### config.mk
export PLATFORM = sky130hd
export DESIGN_NAME = fsk_carrier_div
export DESIGN_NICKNAME = d
export VERILOG_FILES = /design/src/rtl/fsk_carrier_div.sv
export SDC_FILE = /design/constraint.sdc
export NUM_CORES = 1
export LEC_CHECK = 0
export CORE_MARGIN = 2
export CORE_UTILIZATION = 35
export CTS_CLUSTER_SIZE = 8
export DETAILED_ROUTE_END_ITERATION = 8
export GPL_TIMING_DRIVEN = 0
export PLACE_DENSITY = 0.63
export SLEW_MARGIN = 15
export SYNTH_ARGS = -nofsm -noshare
export SYNTH_HDL_FRONTEND = slang
export SYNTH_SLANG_ARGS = --single-unit
### constraint.sdc
create_clock -name clk_in -period 2.3 [get_ports clk_in]
set_input_delay 0.46 -clock clk_in [delete_from_list [all_inputs] [get_ports clk_in]]
set_output_delay 0.46 -clock clk_in [all_outputs]
set_load 0.05 [all_outputs]
### src/rtl/fsk_carrier_div.sv
// Runtime-selectable 50%-duty carrier divider for the 2FSK modulator path.
// Define FSK_CARRIER_DIV_SYNC_EN to put a 2-flop synchroniser on sel.
module fsk_carrier_div #(
  parameter int SEL_N    = 4,
  parameter int BASE_DIV = 32,
  parameter int CNT_W    = 14
) (
  input  logic                       clk_in,
  input  logic                       rst_n,
  input  logic                       en,
  input  logic [SEL_N-1:0]           sel,
  output logic                       clk_out,
  output logic                       rise_tick,
  output logic                       fall_tick,
  output logic [$clog2(SEL_N)-1:0]   active_idx,
  output logic                       active_vld
);

  localparam int IDX_W = $clog2(SEL_N);

  typedef enum logic {
    S_IDLE = 1'b0,
    S_RUN  = 1'b1
  } state_t;

  logic [SEL_N-1:0] w_sel;
  logic [IDX_W-1:0] w_req_idx;
  logic             w_req_vld;
  logic [CNT_W-1:0] w_req_half;
  logic [CNT_W-1:0] w_half_tab [SEL_N];

  state_t           r_state;
  logic [CNT_W-1:0] r_cnt;
  logic [CNT_W-1:0] r_half;
  logic             r_clk_out;
  logic             r_rise;
  logic             r_fall;
  logic [IDX_W-1:0] r_active_idx;
  logic             r_active_vld;

`ifdef FSK_CARRIER_DIV_SYNC_EN
  logic [SEL_N-1:0] r_sel_s1;
  logic [SEL_N-1:0] r_sel_s2;

  always_ff @(posedge clk_in or negedge rst_n) begin
    if (!rst_n) begin
      r_sel_s1 <= '0;
      r_sel_s2 <= '0;
    end else begin
      r_sel_s1 <= sel;
      r_sel_s2 <= r_sel_s1;
    end
  end

  assign w_sel = r_sel_s2;
`else
  assign w_sel = sel;
`endif

  // Half-period terminal counts, one per selectable ratio.
  genvar gi;
  generate
    for (gi = 0; gi < SEL_N; gi++) begin : g_half
      assign w_half_tab[gi] = CNT_W'((BASE_DIV >> gi) / 2 - 1);
    end
  endgenerate

  // Highest set bit wins: later iterations override earlier ones.
  always_comb begin
    w_req_idx = '0;
    for (int i = 0; i < SEL_N; i++) begin
      if (w_sel[i]) w_req_idx = IDX_W'(i);
    end
  end

  assign w_req_vld  = |w_sel;
  assign w_req_half = w_half_tab[w_req_idx];

  always_ff @(posedge clk_in or negedge rst_n) begin
    if (!rst_n) begin
      r_state      <= S_IDLE;
      r_cnt        <= '0;
      r_half       <= '0;
      r_clk_out    <= 1'b0;
      r_rise       <= 1'b0;
      r_fall       <= 1'b0;
      r_active_idx <= '0;
      r_active_vld <= 1'b0;
    end else begin
      r_rise <= 1'b0;
      r_fall <= 1'b0;
      case (r_state)
        S_IDLE: begin
          r_clk_out <= 1'b0;
          r_cnt     <= '0;
          if (en && w_req_vld) begin
            r_half       <= w_req_half;
            r_active_idx <= w_req_idx;
            r_active_vld <= 1'b1;
            r_state      <= S_RUN;
          end
        end
        S_RUN: begin
          if (en) begin
            if (r_cnt == r_half) begin
              r_clk_out <= ~r_clk_out;
              r_rise    <= ~r_clk_out;
              r_fall    <= r_clk_out;
              r_cnt     <= '0;
              // Ratio changes and stop requests only land on a toggle;
              // a stop while low->high keeps running until the next fall.
              if (!w_req_vld) begin
                if (r_clk_out) begin
                  r_state      <= S_IDLE;
                  r_active_vld <= 1'b0;
                end
              end else if (w_req_idx != r_active_idx) begin
                r_half       <= w_req_half;
                r_active_idx <= w_req_idx;
              end
            end else begin
              r_cnt <= r_cnt + CNT_W'(1);
            end
          end
        end
        default: r_state <= S_IDLE;
      endcase
    end
  end

  assign clk_out    = r_clk_out;
  assign rise_tick  = r_rise;
  assign fall_tick  = r_fall;
  assign active_idx = r_active_idx;
  assign active_vld = r_active_vld;

endmodule

Word-level counts from Yosys, hierarchy flattened

Cells that the tools add are included.

Register bits after elaboration: 35
Output and inout bits: 6
Word-level logic and storage cells: 69

$add $sub $neg: 1
Magnitude comparators: 1
Eq/ne operators: 9
Muxes and demuxes: 42
Bitwise logic cells: 3
Reduce and logical (&&, ||, !) cells: 5

Operators with widths:

| cell                                                             | count |
|---|---|
| 14-bit two-way mux                                               | 9 |
| 14-bit case mux with 2 select lines                              | 2 |
| 14-bit binary-select mux with 2-bit select                       | 1 |
| 1-bit two-way mux                                                | 19 |
| 14-bit by 1-bit adder with 14-bit output (second input constant) | 1 |
| 14-bit == test                                                   | 1 |
| 2-bit two-way mux                                                | 7 |
| 5-bit AND reduction                                              | 2 |
| 2-bit != test (second input constant)                            | 4 |
| 2-bit by 1-bit != test with 1-bit output (second input constant) | 3 |
| 1-bit case mux with 2 select lines                               | 3 |
| 2-bit case mux with 2 select lines                               | 1 |
| 4-bit OR reduction                                               | 1 |
| 3-bit greater-or-equal comparator (second input constant)        | 1 |
| 2-bit inverter with 3-bit output                                 | 1 |
| 2-bit != test                                                    | 1 |
| 1-bit inverter                                                   | 2 |
| 2-bit AND reduction                                              | 1 |
| 1-bit logical AND                                                | 1 |

Longest topological paths before layout

Gate-level depths: netlist (run 1).

Depth in word-level cells: 12
Depth in mapped cells: 8
Depth with buffers taken out: 6

Worst setup path before layout (run 1)

Ideal clock, no wire load.

Kind: register to register
Start: register r_active_idx[0] (netlist: active_idx[0])
End: register r_half[2]
Arrival time: 1.855 ns
Required time: 2.175 ns
Path slack: 0.320 ns
Cell stages (with the launch flop): 8
Buffers on the path: 1
Cells stage by stage: dfrtp_1 > xor2_1 > o311ai_0 > nand2b_1 > a31o_1 > buf_6 > nand2_2 > mux2_4

Longest elaborated chain between the ends: 3

Ends and longest elaborated chain:

| what                                                      | line | text |
|---|---|---|
| start, declared                                           | 38   | `logic [IDX_W-1:0] r_active_idx;` |
| start signal, assigned                                    | 98   | `r_active_idx <= w_req_idx;` |
| start signal, assigned                                    | 119  | `r_active_idx <= w_req_idx;` |
| 2-bit != test                                             | 117  | `end else if (w_req_idx != r_active_idx) begin` |
| 2-bit by 1-bit != test with 1-bit output (no source line) | --   |  |
| 5-bit AND reduction (no source line)                      | --   |  |
| end signal, assigned                                      | 97   | `r_half <= w_req_half;` |
| end signal, assigned                                      | 118  | `r_half <= w_req_half;` |
| end, declared                                             | 34   | `logic [CNT_W-1:0] r_half;` |

No other way between the ends.
A chain may end at the register's enable or synchronous reset.

Worst setup path after layout (run 1)

Start: register r_cnt[11]
End: register r_half[2]

Longest elaborated chain between the ends: 3

Ends and longest elaborated chain:

| what                                                      | line | text |
|---|---|---|
| start, declared                                           | 33   | `logic [CNT_W-1:0] r_cnt;` |
| start signal, assigned                                    | 122  | `r_cnt <= r_cnt + CNT_W'(1);` |
| 14-bit == test                                            | 105  | `if (r_cnt == r_half) begin` |
| 2-bit by 1-bit != test with 1-bit output (no source line) | --   |  |
| 5-bit AND reduction (no source line)                      | --   |  |

No other way between the ends.

==> run_results.csv, run 1 <==
group,metric,value,unit
synth,netlist_area,1310,um2
synth,yosys.area.top_type_share,0.478,
synth,edff_count_synth,0,
worst_setup_path,critPathKind,"flop to flop",
worst_setup_path,crit_arrival,2.22,ns
timing,drv_slew,0,
run,maxCapViolCount,0,
worst_setup_path,cp.required,2.45,ns
global_routing,grt_use_total,0.153,
run_status,status,"finished, final reports clean",
pwr,power_frac_clock,0.150,
synth,fraction_of_the_yosys_area_taken_by_sequential_cells,0.478,
worst_setup_path,delay_heaviest_family_cp,"simple AND/OR/NAND/NOR gates",
routing,dr.pass1.iters,4,
pwr,switching_share,0.408,
clocking,cts_repair_resize_count,0,
die,fp.dieW,65.2,um
timing,finalHoldViolCount,0,
layout,layout.filler_cells,372,
synth,synth_warnings,0,
timing,rsz0062_at_grt,"no",
worst_setup_path,crit_path_buffers_inverters,1,
layout,diodes,0,
global_routing,globalRoute.totalOverflow,0,
layout,flow.area_growth_from_synthesis,18.0,%
clocking,clock_tree.buffer_depth,2,
synth,netlist.top_cell.by_area,"sky130_fd_sc_hd__dfrtp_1",
worst_setup_path,slowest_delay,0.43,ns
clocking,clock_latency,0.26,ns
placed_design,replace_congestion,0.808,
placed_design,numPortBuffers,12,
synth,post_synth_most_frequent_cells,"sky130_fd_sc_hd__dfrtp_1, sky130_fd_sc_hd__nor2_1, sky130_fd_sc_hd__a21oi_1",
layout,final_core_utilization,0.425,
synth,synthesis.area_per_instance,9.42,um2
die,placeable_core_area,3630,um2
die,initial_core_util,0.360,
global_routing,grt_antenna_before_repair,0,
clocking,postCtsSetupRepairBufs,0,
routing,vias,1082,
worst_setup_path,critical_path_peak_fanout,9,
routing,wl_per_cell,13.4,um
die,top_level_ports,13,
timing,finalSetupViolCount,0,
worst_setup_path,endpoint_kind,"flop",
routing,ant_nets,0,
pwr,power_per_cell_area,1100,nW/um2
pwr,ir_drop_worst_vdd,506,uV
synth,synthArstFlopShare,1.00,
die,placement_rows,22,
synth,synthesized_instance_count,139,
clocking,clk_pin_slew,0.09,ns
synth,synthDistinctLibCells,36,
placed_design,dp.final_hpwl,2080,um
worst_setup_path,cp_slowest_cell,"sky130_fd_sc_hd__dfrtp_1",
synth,yosys.cell_count.top_type,"sky130_fd_sc_hd__dfrtp_1",
pwr,switchingPower,0.694,mW
worst_hold_path,hp-class,"input pin to asynchronous set/reset pin",
timing,hold_ws,0.173,ns
clocking,tritoncts,"yes",
clocking,clock-sinks,25,
routing,routed_wl,2750,um
timing,min_period_over_period,0.900,
timing,setup_total_negative_slack,0,ns
die,fp.dieArea,4240,um2
pwr,pwr-share-seq,0.399,
worst_setup_path,critPathLaunchType,"flop",
clocking,tritoncts.num_buffers,3,
global_routing,grt_max_degree,26,
worst_setup_path,cp_cell_instances,"nor4_1, nand4_1, nor4_4, a31o_1, buf_6, nand2_2, mux2_4",
routing,post_drt_via_cell_ratio,5.28,
pwr,pwr-share-comb,0.451,
synth,ys_dominant_reg_cell,"sky130_fd_sc_hd__dfrtp_1",
global_routing,first_global_vias,1101,
layout,layout.nets,166,
pwr,post-layout-total-power,1.70,mW
timing,clock-skew-final,0.00248,ns
placed_design,place_inst,199,
pwr,leakage,0.647,nW
clocking,cts-htree-levels,1,
pwr,p_int,1.00,mW
timing,timing_worst_slew_pin_value,0.550,ns
synth,postSynthRegisterBits,25,
timing,maxSlewHeadroom,0.633,
timing,fmax,483,MHz
routing,drc_errors,0,
routing,detail_route.iter0.violations,60,
layout,drive_above_1_share,0.0892,
clocking,ctsHoldBuffers,0,
placed_design,detailed_place.area,1490,um2
die,fp.dieH,65.2,um
timing,period_minus_slack,2.07,ns
global_routing,grt_first_pass_wirelength,5090,um
clocking,cts-root-buf,"sky130_fd_sc_hd__clkbuf_8",
placed_design,pre_cts_ws,-0.00894,ns
synth,synth_area_leaders,"sky130_fd_sc_hd__dfrtp_1, sky130_fd_sc_hd__nor2_1, sky130_fd_sc_hd__xor2_1",
synth,total_nets_after_synthesis,147,
timing,post-route-worst-setup-slack,0.229,ns
layout,instances_no_fill,205,
layout,layout.cell_area.non_filler,1540,um2
per-layer routing:
layer,track usage,vias up,wire (um),part of all wire
li1,-,526,-,-
met1,0.195,544,1250,0.45
met2,0.263,10,1410,0.51
met3,0.0223,2,57,0.021
met4,0.0599,0,34,0.012
met5,0,-,0,0
kinds of logic (layout without fill, tap and decap cells):
family | after synthesis | after routing | share of synthesized area
AND/OR/NAND/NOR | 62 | 62 | 0.251
AO/OA/AOI/OAI | 27 | 27 | 0.119
flip-flops | 25 | 25 | 0.478
XOR/XNOR | 11 | 11 | 0.0736
buffers and inverters | 9 | 27 | 0.0335
multiplexers | 4 | 4 | 0.0354
adder cells (fa/ha/maj) | 1 | 1 | 0.00956
cell usage in the layout (no fill, tap or decap), drive strengths merged, types with 2 or more instances in the layout:
cell type and count:
a21oi 12, a31oi 5, and3 2, buf 6, clkbuf 7, clkdlybuf4s50 11, dfrtp 25, inv 3
mux2 2, mux2i 2, nand2 10, nand2b 4, nand3 9, nand3b 2, nand4 3, nor2 19
nor3 3, nor4 4, o21ai 6, xnor2 4, xor2 7
state kept, by name, summed over array words and instances, names as in the netlist:
name and flops:
active_idx 2, clk_out 1, r_half 4, r_state 1
fall_tick 1, r_cnt 14, rise_tick 1, active_vld 1
power groups by stage:
stage | clock network, mW | registers [mW] | logic [mW]
after detailed placement | 0 | 0.687 | 0.742
after global placement | 0 | 0.682 | 0.722
after CTS | 0.265 | 0.678 | 0.744
after global routing | 0.285 | 0.701 | 0.850
final | 0.254 | 0.678 | 0.767
after floorplan | 0 | 0.775 | 0.448
area by class of cell:
type	instances	area, um2	share of cell area
Timing Repair Buffer	14	130	0.0843
Tap cell	48	60.1	0.0389
Sequential cell	25	626	0.405
Buffer	6	32.5	0.0211
Multi-Input combinational cell	105	639	0.414
Clock buffer	4	45.0	0.0292
Inverter	3	11.3	0.00729
path summary, 6_finish.rpt:
kind,start,slack (ns),to,depth (start not counted)
max,r_cnt[11],0.23,r_half[2],7
min,rst_n,0.17,rise_tick,1
max reg2reg,r_cnt[11],0.23,r_half[2],7
min reg2reg,r_half[0],0.49,r_half[0],1
max in group asynchronous,rst_n,1.76,r_cnt[13],1
min in group clk_in,r_half[0],0.49,r_half[0],1
(Power assumes the default switching activity.)
==> inputs of run 2 (changes only) <==
CTS_BUF_LIST = sky130_fd_sc_hd__clkbuf_2   (was default)
==> run 2 against run 1 <==
  * Setup slack lost 0.023 ns
  * Global-route usage decreased by 0.15 points
  * First-iteration DRC count is 15% lower
  * Die area unchanged
  * Flip-flop and latch count unchanged
  * Highest routed layer unchanged
==> run_results.csv, run 2 (synthesis gave the netlist of run 1 again) <==
group,metric,value,unit
worst_setup_path,cp_cell_instances,"clkdlybuf4s50_1",
timing,period_minus_slack,2.09,ns
global_routing,grt_use_total,0.152,
worst_setup_path,critical_path_peak_fanout,5,
routing,maxUsedRoutingLayer,"met4",
layout,flow.area_growth_from_synthesis,16.1,%
worst_setup_path,worstReg2RegStart,"r_cnt[11]",
die,initial_core_util,0.360,
placed_design,numPortBuffers,12,
routing,wl_per_cell,13.5,um
layout,max_flop_register,"r_cnt",
worst_setup_path,crit_path_buffers_inverters,1,
worst_setup_path,critPathKind,"flop to primary output",
clocking,tritoncts.num_buffers,3,
timing,timing_worst_slew_pin_value,0.555,ns
timing,finalHoldViolCount,0,
clocking,clock-sinks,25,
worst_setup_path,slowest_delay,0.83,ns
layout,layout_common_cells,"sky130_fd_sc_hd__dfrtp_1, sky130_fd_sc_hd__nor2_1, sky130_fd_sc_hd__a21oi_1",
die,fp.dieH,65.2,um
layout,final_core_utilization,0.418,
routing,met3RoutedLength,56,um
run_status,status,"finished, final reports clean",
placed_design,place_inst,199,
routing,dr.pass1.iters,4,
die,fp.dieArea,4240,um2
routing,detail_route.iter0.violations,51,
clocking,cts_repair_resize_count,0,
global_routing,grt_first_pass_wirelength,5060,um
placed_design,replace_congestion,0.808,
timing,finalSetupViolCount,0,
worst_setup_path,endpoint_kind,"primary output",
placed_design,dp.final_hpwl,2080,um
pwr,power_per_cell_area,1070,nW/um2
layout,flip_flop_count_of_the_largest_register_all_copies_and_words_added,14,
routing,drc_errors,0,
routing,met1_length,1270,um
timing,rsz0062_at_grt,"no",
run,maxCapViolCount,0,
timing,maxSlewHeadroom,0.630,
worst_setup_path,cp_slowest_cell,"sky130_fd_sc_hd__clkdlybuf4s50_1",
worst_setup_path,beginning_of_the_critical_path,"active_idx[0]",
clocking,cts-htree-levels,1,
layout,diodes,0,
timing,drv_slew,0,
clocking,clk_pin_slew,0.23,ns
global_routing,grt_antenna_before_repair,0,
worst_setup_path,cp.required,1.84,ns
timing,fmax,478,MHz
die,placement_rows,22,
global_routing,first_global_vias,1107,
worst_setup_path,delay_heaviest_family_cp,"buffers and inverters",
timing,min_period_over_period,0.910,
layout,layout.cells.most_common,"sky130_fd_sc_hd__dfrtp_1",
layout,drive_above_1_share,0.0955,
clocking,ctsHoldBuffers,0,
clocking,clock_tree.buffer_depth,2,
worst_setup_path,critPathLaunchType,"flop",
die,fp.dieW,65.2,um
layout,layout.filler_cells,380,
layout,layout.nets,166,
routing,routed-wl-met2,1410,um
pwr,ir_drop_worst_vdd,514,uV
die,top_level_ports,13,
die,placeable_core_area,3630,um2
pwr,leakage,0.641,nW
layout,instances_no_fill,205,
clocking,tritoncts,"yes",
routing,routed_wl,2770,um
routing,post_drt_via_cell_ratio,5.26,
routing,vias,1078,
timing,clock-skew-final,0.000969,ns
routing,ant_nets,0,
clocking,cts-root-buf,"sky130_fd_sc_hd__clkbuf_2",
worst_hold_path,hp-class,"input pin to asynchronous set/reset pin",
global_routing,globalRoute.totalOverflow,0,
global_routing,grt_max_degree,26,
worst_setup_path,crit_arrival,1.63,ns
clocking,clock_latency,0.33,ns
run 2: layout make-up:
cell class | instances | area, um2 | area share
multi-input combinational | 105 | 639 | 0.421
sequential | 25 | 626 | 0.412
buffer | 6 | 32.5 | 0.0214
timing repair buffer | 14 | 130 | 0.0857
clock buffer | 4 | 20.0 | 0.0132
tap | 48 | 60.1 | 0.0395
inverter | 3 | 11.3 | 0.00741
run 2: where the power goes:
group          internal [mW]  switching [mW]
clock                 0.0459           0.128
combinational          0.323           0.443
sequential             0.557           0.121
run 2: final timing paths:
path                                 end  slack, ns  cells after the start
max in group asynchronous      r_cnt[12]       1.87                      1
max reg2reg                    r_half[2]       0.23                      7
max                        active_idx[0]       0.21                      1
min reg2reg                    r_half[0]       0.52                      1
min                              r_state       0.07                      1
min in group clk_in            r_half[0]       0.52                      1
run 2: metal layers:
metal / GRT usage / up-vias
met5: 0 / -
met4: 0.0599 / 0
met3: 0.0171 / 2
met2: 0.259 / 12
met1: 0.197 / 538
li1: - / 526
run 2: stage by stage:
step	total power [mW]	area (um2)	hold slack, ns	setup WS [ns]	TNS [ns]
2_1_floorplan	1.22	1310	0.164	0.320	0
3_3_place_gp	1.40	1490	0.480	0.0289	0
3_5_place_dp	1.43	1490	0.479	-0.00894	-0.00894
4_1_cts	1.60	1510	0.532	0.0922	0
5_1_grt	1.75	1520	0.0726	0.0548	0
6_report	1.62	1520	0.0652	0.206	0
run 2: repair_timing:
| action | CTS | global route |
|---|---|---|
| endpoints found under the hold margin | 0 | 0 |
| setup buffers | 0 | 2 |
| setup endpoints to repair | 0 | 1 |
